`src/rtl/cla_adde16b.sv`:
```
// ============================================================================
// Module   : cla_adde16b
// Purpose  : 16-bit two-level carry-lookahead adder, r = a + b + c_in.
//            Sum and carry-out are combinational.  A registered copy of the
//            result is captured on every rising clk edge.
// Ports    : clk      - clock, rising edge updates registered outputs
//            rst      - synchronous active-high reset of registered outputs
//            a, b     - 16-bit addends
//            c_in     - carry into bit 0
//            r        - combinational sum [15:0]
//            c_out    - combinational carry out of bit 15
//            r_q      - registered r
//            c_out_q  - registered c_out
//            ovf      - combinational signed overflow (CLA_ADDE_OVF_EN only)
//            ovf_q    - registered ovf (CLA_ADDE_OVF_EN only)
// Config   : define CLA_ADDE_OVF_EN to add the signed-overflow ports/logic.
// Revision : 1.0 - initial release
// ============================================================================
`default_nettype none

module cla_adde16b (
  input  logic        clk,
  input  logic        rst,
  input  logic [15:0] a,
  input  logic [15:0] b,
  input  logic        c_in,
  output logic [15:0] r,
  output logic        c_out,
  output logic [15:0] r_q,
  output logic        c_out_q
`ifdef CLA_ADDE_OVF_EN
  ,
  output logic        ovf,
  output logic        ovf_q
`endif
);

  localparam int NUM_GROUPS = 4;

  logic [15:0] g;      // bit generate
  logic [15:0] p;      // bit propagate
  logic [15:0] carry;  // carry into each bit position
  logic [3:0]  gg;     // group generate
  logic [3:0]  gp;     // group propagate
  logic [4:0]  gc;     // group carries: gc[k] feeds group k, gc[4] = C16

  assign g = a & b;
  assign p = a ^ b;

  // First level: each group looks ahead over its own four bits using only
  // its group carry-in, so nothing ripples bit-to-bit inside a group.
  generate
    for (genvar k = 0; k < NUM_GROUPS; k++) begin : g_grp
      logic [3:0] gl;
      logic [3:0] pl;
      logic       ci;

      assign gl = g[4*k +: 4];
      assign pl = p[4*k +: 4];
      assign ci = gc[k];

      assign carry[4*k]   = ci;
      assign carry[4*k+1] = gl[0] | (pl[0] & ci);
      assign carry[4*k+2] = gl[1] | (pl[1] & gl[0]) | (pl[1] & pl[0] & ci);
      assign carry[4*k+3] = gl[2] | (pl[2] & gl[1]) | (pl[2] & pl[1] & gl[0])
                          | (pl[2] & pl[1] & pl[0] & ci);

      assign gg[k] = gl[3] | (pl[3] & gl[2]) | (pl[3] & pl[2] & gl[1])
                   | (pl[3] & pl[2] & pl[1] & gl[0]);
      assign gp[k] = &pl;
    end
  endgenerate

  // Second level: every group carry is expanded directly from c_in so the
  // group carries do not ripple across groups either.
  assign gc[0] = c_in;
  assign gc[1] = gg[0] | (gp[0] & c_in);
  assign gc[2] = gg[1] | (gp[1] & gg[0]) | (gp[1] & gp[0] & c_in);
  assign gc[3] = gg[2] | (gp[2] & gg[1]) | (gp[2] & gp[1] & gg[0])
               | (gp[2] & gp[1] & gp[0] & c_in);
  assign gc[4] = gg[3] | (gp[3] & gg[2]) | (gp[3] & gp[2] & gg[1])
               | (gp[3] & gp[2] & gp[1] & gg[0])
               | (gp[3] & gp[2] & gp[1] & gp[0] & c_in);

  assign r     = p ^ carry;
  assign c_out = gc[4];

`ifdef CLA_ADDE_OVF_EN
  // Signed overflow: carry into the sign bit differs from carry out of it.
  assign ovf = gc[4] ^ carry[15];

  always_ff @(posedge clk) begin
    if (rst) begin
      ovf_q <= 1'b0;
    end else begin
      ovf_q <= ovf;
    end
  end
`endif

  always_ff @(posedge clk) begin
    if (rst) begin
      r_q     <= 16'h0000;
      c_out_q <= 1'b0;
    end else begin
      r_q     <= r;
      c_out_q <= c_out;
    end
  end

endmodule

`default_nettype wire

```
`config.mk`:
```
export PLATFORM = sky130hd
export DESIGN_NAME = cla_adde16b
export DESIGN_NICKNAME = d
export VERILOG_FILES = /design/src/rtl/cla_adde16b.sv
export SDC_FILE = /design/constraint.sdc
export NUM_CORES = 1
export LEC_CHECK = 0
export ABC_CLOCK_PERIOD_IN_PS = 6810
export CAP_MARGIN = 15
export CORE_ASPECT_RATIO = 0.9
export CORE_MARGIN = 4
export CORE_UTILIZATION = 41
export CTS_CLUSTER_DIAMETER = 80
export DETAILED_ROUTE_END_ITERATION = 6
export GPL_TIMING_DRIVEN = 1
export MAX_ROUTING_LAYER = met4
export PLACE_DENSITY = 0.85
export SLEW_MARGIN = 10
export SYNTH_ARGS = -nofsm -noshare
export SYNTH_HDL_FRONTEND = slang
export SYNTH_SLANG_ARGS = --single-unit
```
`constraint.sdc`:
```
create_clock -name clk -period 6.81 [get_ports clk]
set_input_delay 2.043 -clock clk [delete_from_list [all_inputs] [get_ports clk]]
set_output_delay 2.043 -clock clk [all_outputs]
set_load 0.005 [all_outputs]
```
Yosys cells after proc, flatten, opt, wreduce, memory -nomap -nowiden
Cells that the tools add are included.

word-level totals
  bits in registers = 17
  input bits = 35
  output and inout port bits = 34
  word-level logic and storage cells = 127

operators by class
  bitwise gates (word level) = 121
  reduce and logical (&&, ||, !) cells = 4

operators by type and width
  operator           count
  $and A1 B1 Y1      72
  $or A1 B1 Y1       46
  $xor A16 B16 Y16   2
  $and A16 B16 Y16   1
  $reduce_and A4 Y1  4

Logic depth before layout (Yosys ltp)
  depth after elaboration = 12
  depth in mapped cells = 9
  gate-level depth less buffers = 9

Worst setup path after synthesis
No wires, ideal clock.

  path kind = input -> output
  from = input port a[2]
  to = output port r[13]
  arrival time = 3.610 ns
  data required time = 4.767 ns
  setup slack = 1.157 ns
  cell stages on the path = 8
  buffers on the path = 0
  cell sequence = ha_1 a21o_1 a21oi_4 a21oi_2 nor2_4 o21ai_0 fa_1 xor2_1

on the way
  word-level cells in the longest chain between the ends = 11
  elaborated cells on any way between the ends = 19
  classes of those cells = bitwise (18); reduce/logical (1)

ends and longest elaborated chain
  what                                                         line    source
  start, declared                                              24      input logic [15:0] a,
  $and A16 B16 Y16 / $xor A16 B16 Y16 (equally long branches)  47, 48
  $and A1 B1 Y1 (on tied branches)                             68, 69
  $or A1 B1 Y1, or another cell as far along                   68      assign gg[k] = gl[3] | (pl[3] & gl[2]) | (pl[3] & pl[2] & gl[1])
  $or A1 B1 Y1 / $and A1 B1 Y1 (equally long branches)         68, 69
  $or A1 B1 Y1                                                 69      | (pl[3] & pl[2] & pl[1] & gl[0]);
  $and A1 B1 Y1                                                79      assign gc[3] = gg[2] | (gp[2] & gg[1]) | (gp[2] & gp[1] & gg[0])
  $or A1 B1 Y1                                                 79
  $or A1 B1 Y1 (*)                                             80      | (gp[2] & gp[1] & gp[0] & c_in);
  $and A1 B1 Y1 (*)                                            63      assign carry[4*k+1] = gl[0] | (pl[0] & ci);
  $or A1 B1 Y1 (*)                                             63
  $xor A16 B16 Y16 (*)                                         85      assign r = p ^ carry;
  end, declared                                                27      output logic [15:0] r,

Mark *: on every way between the ends. The rest lies on a longest branch, timed or not.

Final worst setup path
  from = input port a[2]
  to = output port r[9]

on the way
  word-level cells in the longest chain between the ends = 11
  elaborated cells on any way between the ends = 19
  classes of those cells = bitwise (18); reduce/logical (1)

ends and longest elaborated chain
  what                                                         line    source
  $and A16 B16 Y16 / $xor A16 B16 Y16 (equally long branches)  47, 48
  $and A1 B1 Y1 (on tied branches)                             68, 69
  $or A1 B1 Y1, or another cell as far along                   68
  $or A1 B1 Y1 / $and A1 B1 Y1 (equally long branches)         68, 69
  $or A1 B1 Y1                                                 69
  $and A1 B1 Y1                                                78      assign gc[2] = gg[1] | (gp[1] & gg[0]) | (gp[1] & gp[0] & c_in);
  $or A1 B1 Y1                                                 78
  $or A1 B1 Y1 (*)                                             78
  $and A1 B1 Y1 (*)                                            63
  $or A1 B1 Y1 (*)                                             63
  $xor A16 B16 Y16 (*)                                         85

Marked as above.

==> impl_results.md <==
- Critical path cell sequence: clkdlybuf4s50_1, ha_4, a21o_1, a21oi_4, a21oi_2, nor2_4, inv_2, fa_1, xor2_1, clkdlybuf4s50_1
- Worst vdd ir: 0.000146 V
- Fin Setup TNS: 0 ps
- Distinct cell type count after synthesis: 35
- Routed len/inst: 15.4 um
- Placed cell area: 0.00194 mm^2
- First-pass DRT Iterations: 4
- Port bufs: 68
- Rel. slew slack: 72.8%
- Peak per-stage delay on the critical path: 530 ps
- Final cell count without fillers: 237
- Detailed Route WL: 3640 um
- Core area: 0.00279 mm^2
- Placed Cells incl. Taps: 232
- Slowest library cell on the worst path: clkdlybuf4s50_1
- Max Cap Viol: 0
- Core Util, Final: 71.2%
- Via count: 1216
- Clock-pin slew on the worst setup and hold paths: 110 ps
- Fmax: 0.151 GHz
- Grt total ovfl: 0
- Num CTS Buffers: 3
- Global-route wire length before repair: 5820 um
- CTS tree: yes
- Final setup fails: 0
- Clock Sink Count: 17
- Seq/Total Area, Yosys: 28.1%
- Die area: 0.00389 mm^2
- Tmin final: 6630 ps
- Detailed placement HPWL: 3100 um
- Final Slew Violations: 0
- PD cells: 178 mW/mm^2
- H-tree depth: 1
- Area of the multi-input gates: 850 um^2
- Residual DRC: 0
- Diode count: 0
- Startpoint types: primary input
- Layout cells sized above 1: 9.14%
- Vias in the first global route: 1256
- Lkg Pwr: 0.832 nW
- CP Data Arrival Time: 4590 ps
- Worst Path Required: 4770 ps
- Storage element area: 340 um^2
- Clock Tree Buf Depth: 2
- 1st-iter DRT viols: 29
- Status: complete, no violations
- Yosys reg bits: 17
- Net count after synthesis: 180
- YS warnings: 0
- Die W: 65.3 um
- Critical path type: primary input to output port
- Post-Syn Instances: 125
- # nets final: 253
- WHS: 2510 ps
- Slew @ Worst Pin: 407 ps
- Commonest non-fill, non-tap cell in the layout: clkdlybuf4s50_1
- GRT Overall Usage: 20.0%
- Die height: 59.6 um
- Initial antenna violation count: 0
- Commonest cells after routing, fill and taps aside: clkdlybuf4s50_1, dfxtp_1, ha_1
- Post-route ant nets: 0
- Final Hold Fails: 0
- Filler cells: 240
- Area added between synthesis and finish: 64.1%
- Finished layout cell area: 0.00199 mm^2
- Via/cell ratio: 5.13
- Number of I/O pins: 69
- Final period util: 97.4%
- Netlist Area Pre-Place: 0.00121 mm^2
- Crit path max fanout: 7
- Mean Syn Cell Area: 9.70 um^2
- Placer congestion estimate: 0.766
- Worst hold path type: primary input to flop
- Largest net degree at the start of global routing: 11
- Initial Util: 43.4%
- FP Rows: 18
- Clk root buf: clkbuf_4
- Crit path top cell by count: clkdlybuf4s50_1
- Crit end category: output port
[layer usage]
layer | up-vias | track usage, % | routed length [um]
li1 | 598 | - | -
met5 | - | - | 0
met3 | 13 | 4.74 | 263
met4 | 0 | 9.76 | 97
met1 | 550 | 21.4 | 1440
met2 | 55 | 35.1 | 1840
[per-stage QoR]
step / power, W / worst slack, ps
2_1_floorplan: 0.000196 / 1160
3_3_place_gp: 0.000293 / 157
3_5_place_dp: 0.000300 / 106
4_1_cts: 0.000357 / 103
5_1_grt: 0.000378 / -2.83
6_report: 0.000355 / 177
[cell type report]
type                            instances  area share, %
Tap cell                               40           2.52
Timing Repair Buffer                   69           34.6
Clock buffer                            3           1.13
Sequential cell                        17           17.1
Multi-Input combinational cell         98           42.7
Inverter                                9           1.70
Clock inverter                          1          0.252
[power by group]
part / internal [W] / switching [W] / total [W]
logic: 0.000109 / 0.0000736 / 0.000183
registers: 0.000113 / 0.00000331 / 0.000116
clock network: 0.0000219 / 0.0000339 / 0.0000558
[worst paths after layout]
path | start | to | slack (ps) | depth (start not counted)
worst max-delay path | a[2] | r[9] | 180 | 10
worst min-delay path | rst | r_q[0]$_SDFF_PP0_ | 2510 | 2
[worst max-delay path, delay by kind of cell]
| family | cells | cell delay [ps] |
|---|---|---|
| AOI/OAI and AO/OA | 3 | 470 |
| xor gates and xnor gates | 1 | 180 |
| adders and majority gates | 2 | 630 |
| buffers and inverters | 3 | 1140 |
| and+or+nand+nor | 1 | 130 |
[sequential cells by signal (all words and copies together) (netlist names)]
signal	cells
r_q	16
c_out_q	1
[cell families after synthesis]
| logic type | count (synthesis) | synth area share, % |
|---|---|---|
| flops | 17 | 28.1 |
| fa+ha+maj | 20 | 23.1 |
| xor+xnor | 8 | 5.78 |
| simple gates | 37 | 16.3 |
| buf+inv | 10 | 3.10 |
| compound gates | 33 | 23.6 |
[synthesized netlist by cell type (all sizes together)]
library cell | instances | area share [%]
o41a | 1 | 0.93
dfxtp | 17 | 28
o211a | 1 | 0.83
a21o | 7 | 4.3
fa | 4 | 6.6
a221oi | 1 | 1.2
o21ba | 1 | 0.83
and2 | 9 | 4.6
o2111a | 1 | 0.93
xnor2 | 5 | 3.6
nor3 | 2 | 0.83
nor2 | 9 | 3.4
a21oi | 8 | 4.5
nand3 | 5 | 2.1
nand2 | 5 | 1.8
o21ai | 4 | 2.0
inv | 9 | 2.8
a2111oi | 2 | 2.5
nand4 | 2 | 1.0
ha | 16 | 17
a211oi | 2 | 1.2
a31oi | 3 | 2.8
nor2b | 4 | 2.1
a311o | 1 | 0.83
a311oi | 1 | 0.72
xor2 | 3 | 2.2
and3 | 1 | 0.52
clkbuf | 1 | 0.31
[what timing repair did]
item | in CTS | in global routing
endpoints found under the setup margin | 0 | 3
setup buffers | 0 | 1
hold buffers | 0 | 0
gates resized for setup | 0 | 3
Power figures use the tool's default switching activity.
